File: src/rtl/tdc_result_uart_tx.sv
// tdc_result_uart_tx: receives 40-bit TDC result words and buffers them in a small FIFO.
// Each word is sent over UART 8N1 as a 6-byte packet: {SYNC_BYTE, word[39:0]}, MSB byte first.
module tdc_result_uart_tx #(
  parameter int          CLKS_PER_BIT = 868,
  parameter int          FIFO_DEPTH   = 4,
  parameter logic [7:0]  SYNC_BYTE    = 8'hA5,
  parameter logic [3:0]  MARKER       = 4'b0101
) (
  input  logic        clk,
  input  logic        reset,
  input  logic [39:0] data_in,
  input  logic        valid_in,
  input  logic        clear_err,
  output logic        tx,
  output logic        busy,
  output logic        overflow,
  output logic        marker_err
);

  localparam int CW = (CLKS_PER_BIT > 1) ? $clog2(CLKS_PER_BIT) : 1;
  localparam int PW = (FIFO_DEPTH > 1) ? $clog2(FIFO_DEPTH) : 1;
  localparam int NW = $clog2(FIFO_DEPTH + 1);
  localparam logic [CW-1:0] BIT_LAST = CW'(CLKS_PER_BIT - 1);
  localparam logic [NW-1:0] FULL_CNT = NW'(FIFO_DEPTH);

  typedef enum logic [1:0] {IDLE, START, DATA, STOP} state_t;

  state_t        state;
  logic [CW-1:0] clk_cnt;
  logic [2:0]    bit_idx;
  logic [2:0]    byte_idx;
  logic [47:0]   shift_reg;
  logic [6:0]    cur_byte;     // bits of the current byte not yet driven onto tx

  logic [39:0]   mem [FIFO_DEPTH];
  logic [PW-1:0] wr_ptr;
  logic [PW-1:0] rd_ptr;
  logic [NW-1:0] count;

  logic          bit_end;
  logic          pkt_end;
  logic          pop;
  logic          push;
  logic          marker_ok;
  logic          drop_marker;
  logic          drop_full;
  logic          next_active;
  logic [NW-1:0] count_next;

  // Push/pop decisions; a pop frees a slot in the same cycle, so a full FIFO can still accept.
  always_comb begin
    bit_end     = (clk_cnt == BIT_LAST);
    pkt_end     = (state == STOP) && bit_end && (byte_idx == 3'd5);
    pop         = (count != '0) && ((state == IDLE) || pkt_end);
    marker_ok   = (data_in[3:0] == MARKER);
    drop_marker = valid_in && !marker_ok;
    drop_full   = valid_in && marker_ok && (count == FULL_CNT) && !pop;
    push        = valid_in && marker_ok && !drop_full;
    count_next  = count + NW'(push) - NW'(pop);
    next_active = (state == IDLE) ? pop : !(pkt_end && !pop);
  end

  // FIFO storage: plain array without reset so it maps onto distributed/block RAM.
  always_ff @(posedge clk) begin
    if (push) begin
      mem[wr_ptr] <= data_in;
    end
  end

  // FIFO pointers, occupancy and the sticky error flags (an error event beats clear_err).
  always_ff @(posedge clk or negedge reset) begin
    if (!reset) begin
      wr_ptr     <= '0;
      rd_ptr     <= '0;
      count      <= '0;
      overflow   <= 1'b0;
      marker_err <= 1'b0;
    end else begin
      if (push) begin
        wr_ptr <= wr_ptr + PW'(1);
      end
      if (pop) begin
        rd_ptr <= rd_ptr + PW'(1);
      end
      count <= count_next;

      if (drop_full) begin
        overflow <= 1'b1;
      end else if (clear_err) begin
        overflow <= 1'b0;
      end

      if (drop_marker) begin
        marker_err <= 1'b1;
      end else if (clear_err) begin
        marker_err <= 1'b0;
      end
    end
  end

  // UART framing FSM with registered tx and busy; packets chain without an idle bit.
  always_ff @(posedge clk or negedge reset) begin
    if (!reset) begin
      state     <= IDLE;
      clk_cnt   <= '0;
      bit_idx   <= '0;
      byte_idx  <= '0;
      shift_reg <= '0;
      cur_byte  <= '0;
      tx        <= 1'b1;
      busy      <= 1'b0;
    end else begin
      busy <= next_active || (count_next != '0);
      case (state)
        IDLE: begin
          tx <= 1'b1;
          if (pop) begin
            shift_reg <= {SYNC_BYTE, mem[rd_ptr]};
            byte_idx  <= 3'd0;
            clk_cnt   <= '0;
            tx        <= 1'b0;
            state     <= START;
          end
        end

        START: begin
          if (bit_end) begin
            clk_cnt   <= '0;
            bit_idx   <= 3'd0;
            tx        <= shift_reg[40];
            cur_byte  <= shift_reg[47:41];
            shift_reg <= {shift_reg[39:0], 8'h00};
            state     <= DATA;
          end else begin
            clk_cnt <= clk_cnt + CW'(1);
          end
        end

        DATA: begin
          if (bit_end) begin
            clk_cnt <= '0;
            if (bit_idx == 3'd7) begin
              tx    <= 1'b1;
              state <= STOP;
            end else begin
              bit_idx  <= bit_idx + 3'd1;
              tx       <= cur_byte[0];
              cur_byte <= {1'b0, cur_byte[6:1]};
            end
          end else begin
            clk_cnt <= clk_cnt + CW'(1);
          end
        end

        STOP: begin
          if (bit_end) begin
            clk_cnt <= '0;
            if (byte_idx != 3'd5) begin
              byte_idx <= byte_idx + 3'd1;
              tx       <= 1'b0;
              state    <= START;
            end else if (pop) begin
              shift_reg <= {SYNC_BYTE, mem[rd_ptr]};
              byte_idx  <= 3'd0;
              tx        <= 1'b0;
              state     <= START;
            end else begin
              state <= IDLE;
            end
          end else begin
            clk_cnt <= clk_cnt + CW'(1);
          end
        end

        default: begin
          tx    <= 1'b1;
          state <= IDLE;
        end
      endcase
    end
  end

endmodule
File: config.mk
export PLATFORM = sky130hd
export DESIGN_NAME = tdc_result_uart_tx
export DESIGN_NICKNAME = d
export VERILOG_FILES = /design/src/rtl/tdc_result_uart_tx.sv
export SDC_FILE = /design/constraint.sdc
export NUM_CORES = 1
export LEC_CHECK = 0
export CAP_MARGIN = 20
export CORE_MARGIN = 3
export CORE_UTILIZATION = 55
export CTS_BUF_LIST = sky130_fd_sc_hd__clkbuf_4
export DETAILED_ROUTE_END_ITERATION = 10
export MAX_ROUTING_LAYER = met4
export PLACE_DENSITY = 0.74
export SLEW_MARGIN = 40
export SYNTH_ARGS = -nofsm -noshare
export SYNTH_HDL_FRONTEND = slang
export SYNTH_SLANG_ARGS = --single-unit
File: constraint.sdc
create_clock -name clk -period 9.7 [get_ports clk]
set_clock_uncertainty 0.2 [all_clocks]
set_input_delay 1.455 -clock clk [delete_from_list [all_inputs] [get_ports clk]]
set_output_delay 1.455 -clock clk [all_outputs]
set_load 0.005 [all_outputs]
==> flow_metrics.env <==
export IMPL_result_of_the_run="completed"
export IMPL_r2r_slack_ns=6.03
export IMPL_path_class="primary input to register"
export IMPL_fillerInstances=1256
export IMPL_design_die_area_um2=19900
export IMPL_syn_to_final_growth_pct=13.8
export IMPL_yosysWarnings=0
export IMPL_pin_count_of_the_biggest_net_entering_global_routing=85
export IMPL_grt_antenna_before_repair=1
export IMPL_finalCritPeriodShare_pct=44.5
export IMPL_critical_path_startpoint_type="primary input"
export IMPL_avgRoutedWirePerCell_um=18.6
export IMPL_launch_point_of_the_worst_path="data_in[2]"
export IMPL_finalWirelength_um=18200
export IMPL_cts_inserted_buffers=58
export IMPL_layout_min_cycle_time_ns=4.32
export IMPL_gp_congestion=0.799
export IMPL_global_route_wire_length_before_repair_um=30400
export IMPL_antenna_left=0
export IMPL_slew_margin_rel_pct=48.6
export IMPL_die_width_um=141
export IMPL_drive_above_1_share_pct=24.8
export IMPL_hold_viol_final=0
export IMPL_port_buffers=47
export IMPL_overflow_after_grt=0
export IMPL_groute_layer_met1_usage_pct=24.6
export IMPL_clock_latency_ns=0.68
export IMPL_achievable_frequency_ghz=0.231
export IMPL_post_cts_setup_buffer_count=0
export IMPL_p_leak_uw=0.00424
export IMPL_sw_frac_of_total_pct=21.9
export IMPL_critPathMaxFanout=8
export IMPL_die_h_um=141
export IMPL_synthCells=631
export IMPL_netSwitchingPower_uw=448
export IMPL_grt_met2_usage_pct=32.6
export IMPL_via_count_of_the_first_global_routing_pass=6016
export IMPL_pwr_share_comb_pct=4.4
export IMPL_timing_hold_ws_ns=0.281
export IMPL_cts_tree="built"
export IMPL_timing_max_cap_violations=0
export IMPL_cts_htree_levels=2
export IMPL_seq_area_frac_synth_pct=69.0
export IMPL_internal_power_uw=1600
export IMPL_core_rowCount=48
export IMPL_r2r_start="state[0]"
export IMPL_detailroute_via_count=5602
export IMPL_max_reg_flops=160
export IMPL_tightest_slew_ns=0.769
export IMPL_drt_drc_violations_left=0
export IMPL_estimated_wirelength_of_the_detail_placed_design_um=11000
export IMPL_synth_adder_area_share_pct=1.95
export IMPL_synth_enable_flop_cells=160
export IMPL_setup_repair_after_global_routing_missed_its_margin="false"
export IMPL_synth_top_family_by_area="multiplexers"
export IMPL_arrival_ns=4.64
export IMPL_core_area_um2=17500
export IMPL_synth_compound_area_share_pct=9.58
export IMPL_finalMaxSlewViolations=0
export IMPL_min_path_type="register to register"
export IMPL_clkSlewWorstSetupHoldPaths_ns=0.06
export IMPL_syn_area_per_cell_um2=15.9
export IMPL_flops_latches_synth=244
export IMPL_cts_root_to_sink_buffers=3
export IMPL_setup_total_negative_slack_ns=0
export IMPL_worst_hold_startpoint="shift_reg[0]"
export IMPL_met3_usage_pct=3.90
export IMPL_synth_simple_area_share_pct=5.78
export IMPL_gr_usage_all_layers_pct=19.9
export IMPL_syn_num_nets=690
export IMPL_cp_required_ns=10.02
export IMPL_design_portCount=48
export IMPL_clock_tree_root_cell="sky130_fd_sc_hd__clkbuf_4"
export IMPL_setup_viol_count_final=0
export IMPL_clock_sink_count=244
export IMPL_xor_and_xnor_area_share_after_synthesis_pct=0.525
export IMPL_post_drt_via_cell_ratio=5.71
export IMPL_ys_flop_type="sky130_fd_sc_hd__edfxtp_1"
export IMPL_synth_cell_type_count=57
export IMPL_synthMostInstantiatedCell="sky130_fd_sc_hd__edfxtp_1"
export IMPL_cts_resized=0
export IMPL_initialDrtViolationCount=261
export IMPL_synthTopCellsByArea="sky130_fd_sc_hd__edfxtp_1, sky130_fd_sc_hd__dfrtp_1, sky130_fd_sc_hd__mux4_2, sky130_fd_sc_hd__a21oi_2, sky130_fd_sc_hd__o22ai_1"
export IMPL_synth_area_mux_share_pct=9.69
export IMPL_power_per_cell_area_nw_per_um2=180
export IMPL_vdd_drop_max_mv=0.117
export IMPL_drt_first_pass_iters=5
export IMPL_yosys_top_cells_count="sky130_fd_sc_hd__edfxtp_1, sky130_fd_sc_hd__dfrtp_1, sky130_fd_sc_hd__nand2_1, sky130_fd_sc_hd__inv_1, sky130_fd_sc_hd__mux4_2"
export IMPL_postSynth_asyncResetShare_pct=34.4
export IMPL_cts_hold_buffers=0
export IMPL_power_frac_seq_pct=55.9
export IMPL_clock_power_share_pct=39.7
export IMPL_globalRoute_busiestLayer="met2"
export IMPL_share_of_the_synthesized_area_in_the_top_cell_type_pct=48.0
export IMPL_cell_type_with_the_largest_total_area_after_synthesis="sky130_fd_sc_hd__edfxtp_1"
export IMPL_final_nets=769
export IMPL_starting_density_of_the_core_pct=57.1
export IMPL_synthesis_area_um2=10000
export IMPL_worst_setup_path_end_kind="register"
[layout make-up]
cell class / count / area, um^2 / area share [%]
repair buffers: 52 / 515 / 4.52
well taps: 225 / 282 / 2.47
flip-flops and latches: 244 / 6910 / 60.6
multi-input cells: 311 / 2780 / 24.4
clock inverters: 13 / 60.1 / 0.527
clock buffers: 92 / 691 / 6.06
inverters: 43 / 161 / 1.42
diodes: 1 / 2.50 / 0.0220
[critical path, cell delays in order]
cell and delay (ns):
sky130_fd_sc_hd__clkdlybuf4s50_1 0.53, sky130_fd_sc_hd__nor4bb_1 0.46, sky130_fd_sc_hd__nand2_1 0.17, sky130_fd_sc_hd__a21oi_1 0.48, sky130_fd_sc_hd__o21ai_0 0.17, sky130_fd_sc_hd__nand2_1 0.10
sky130_fd_sc_hd__ha_1 0.16, sky130_fd_sc_hd__fa_1 0.44, sky130_fd_sc_hd__or3_1 0.36, sky130_fd_sc_hd__or3_1 0.31
[cell usage in the layout, fill, tap and decap left out, drive strengths merged, types with 5 or more instances in the layout]
cell type      instances
a21oi                 40
a22o                   9
and2                   5
and3                   5
buf                    5
clkbuf                93
clkdlybuf4s50         46
clkinv                12
dfrtp                 83
edfxtp               160
ha                    14
inv                   44
mux2i                  7
mux4                  40
nand2                 50
nand3                  8
nand3b                 9
nor2                   9
nor3                   5
o21ai                 26
o22ai                 34
[path summary, 6_finish.rpt]
| kind | to | cells after the start |
|---|---|---|
| max | busy | 10 |
| min | shift_reg[0] | 2 |
| max reg2reg | busy | 10 |
| min reg2reg | shift_reg[0] | 2 |
| max in group asynchronous | cur_byte[4] | 1 |
| min in group asynchronous | clk_cnt[6] | 1 |
[power by group through the flow]
stage	clock (uW)	combinational [uW]	sequential (uW)
floorplan	0	43.4	1160
global placement	0	81.8	1160
detailed placement	0	91.8	1170
CTS	839	92.2	1150
global route	896	100	1150
finish	814	89.9	1150
[metal layers]
layer | vias to the layer above | wire [um]
met3 | 37 | 874
li1 | 2614 | -
met5 | - | 0
met2 | 116 | 9360
met4 | 0 | 428
met1 | 2835 | 7540
[kinds of logic (layout without fill, tap and decap cells)]
| group | Yosys count | count (layout) |
|---|---|---|
| simple gates | 110 | 110 |
| buf+inv | 76 | 200 |
| mux | 47 | 47 |
| xor+xnor | 6 | 6 |
| other cells | 0 | 1 |
| compound gates | 133 | 133 |
| fa+ha+maj | 15 | 15 |
| flops | 244 | 244 |
[through the flow]
stage | setup slack (ns) | area (um^2) | utilization, % | total power [uW] | std cells
after floorplan | 5.71 | 10000 | - | 1210 | 631
after global placement | 4.90 | 10600 | 60.6 | 1250 | 875
after detailed placement | 4.68 | 10600 | 60.7 | 1260 | 875
after CTS | 5.39 | 11400 | 64.9 | 2080 | 980
after global routing | 5.11 | 11400 | 65.0 | 2140 | 981
final | 5.38 | 11400 | 65.0 | 2050 | 981
(Power assumes the default switching activity.)
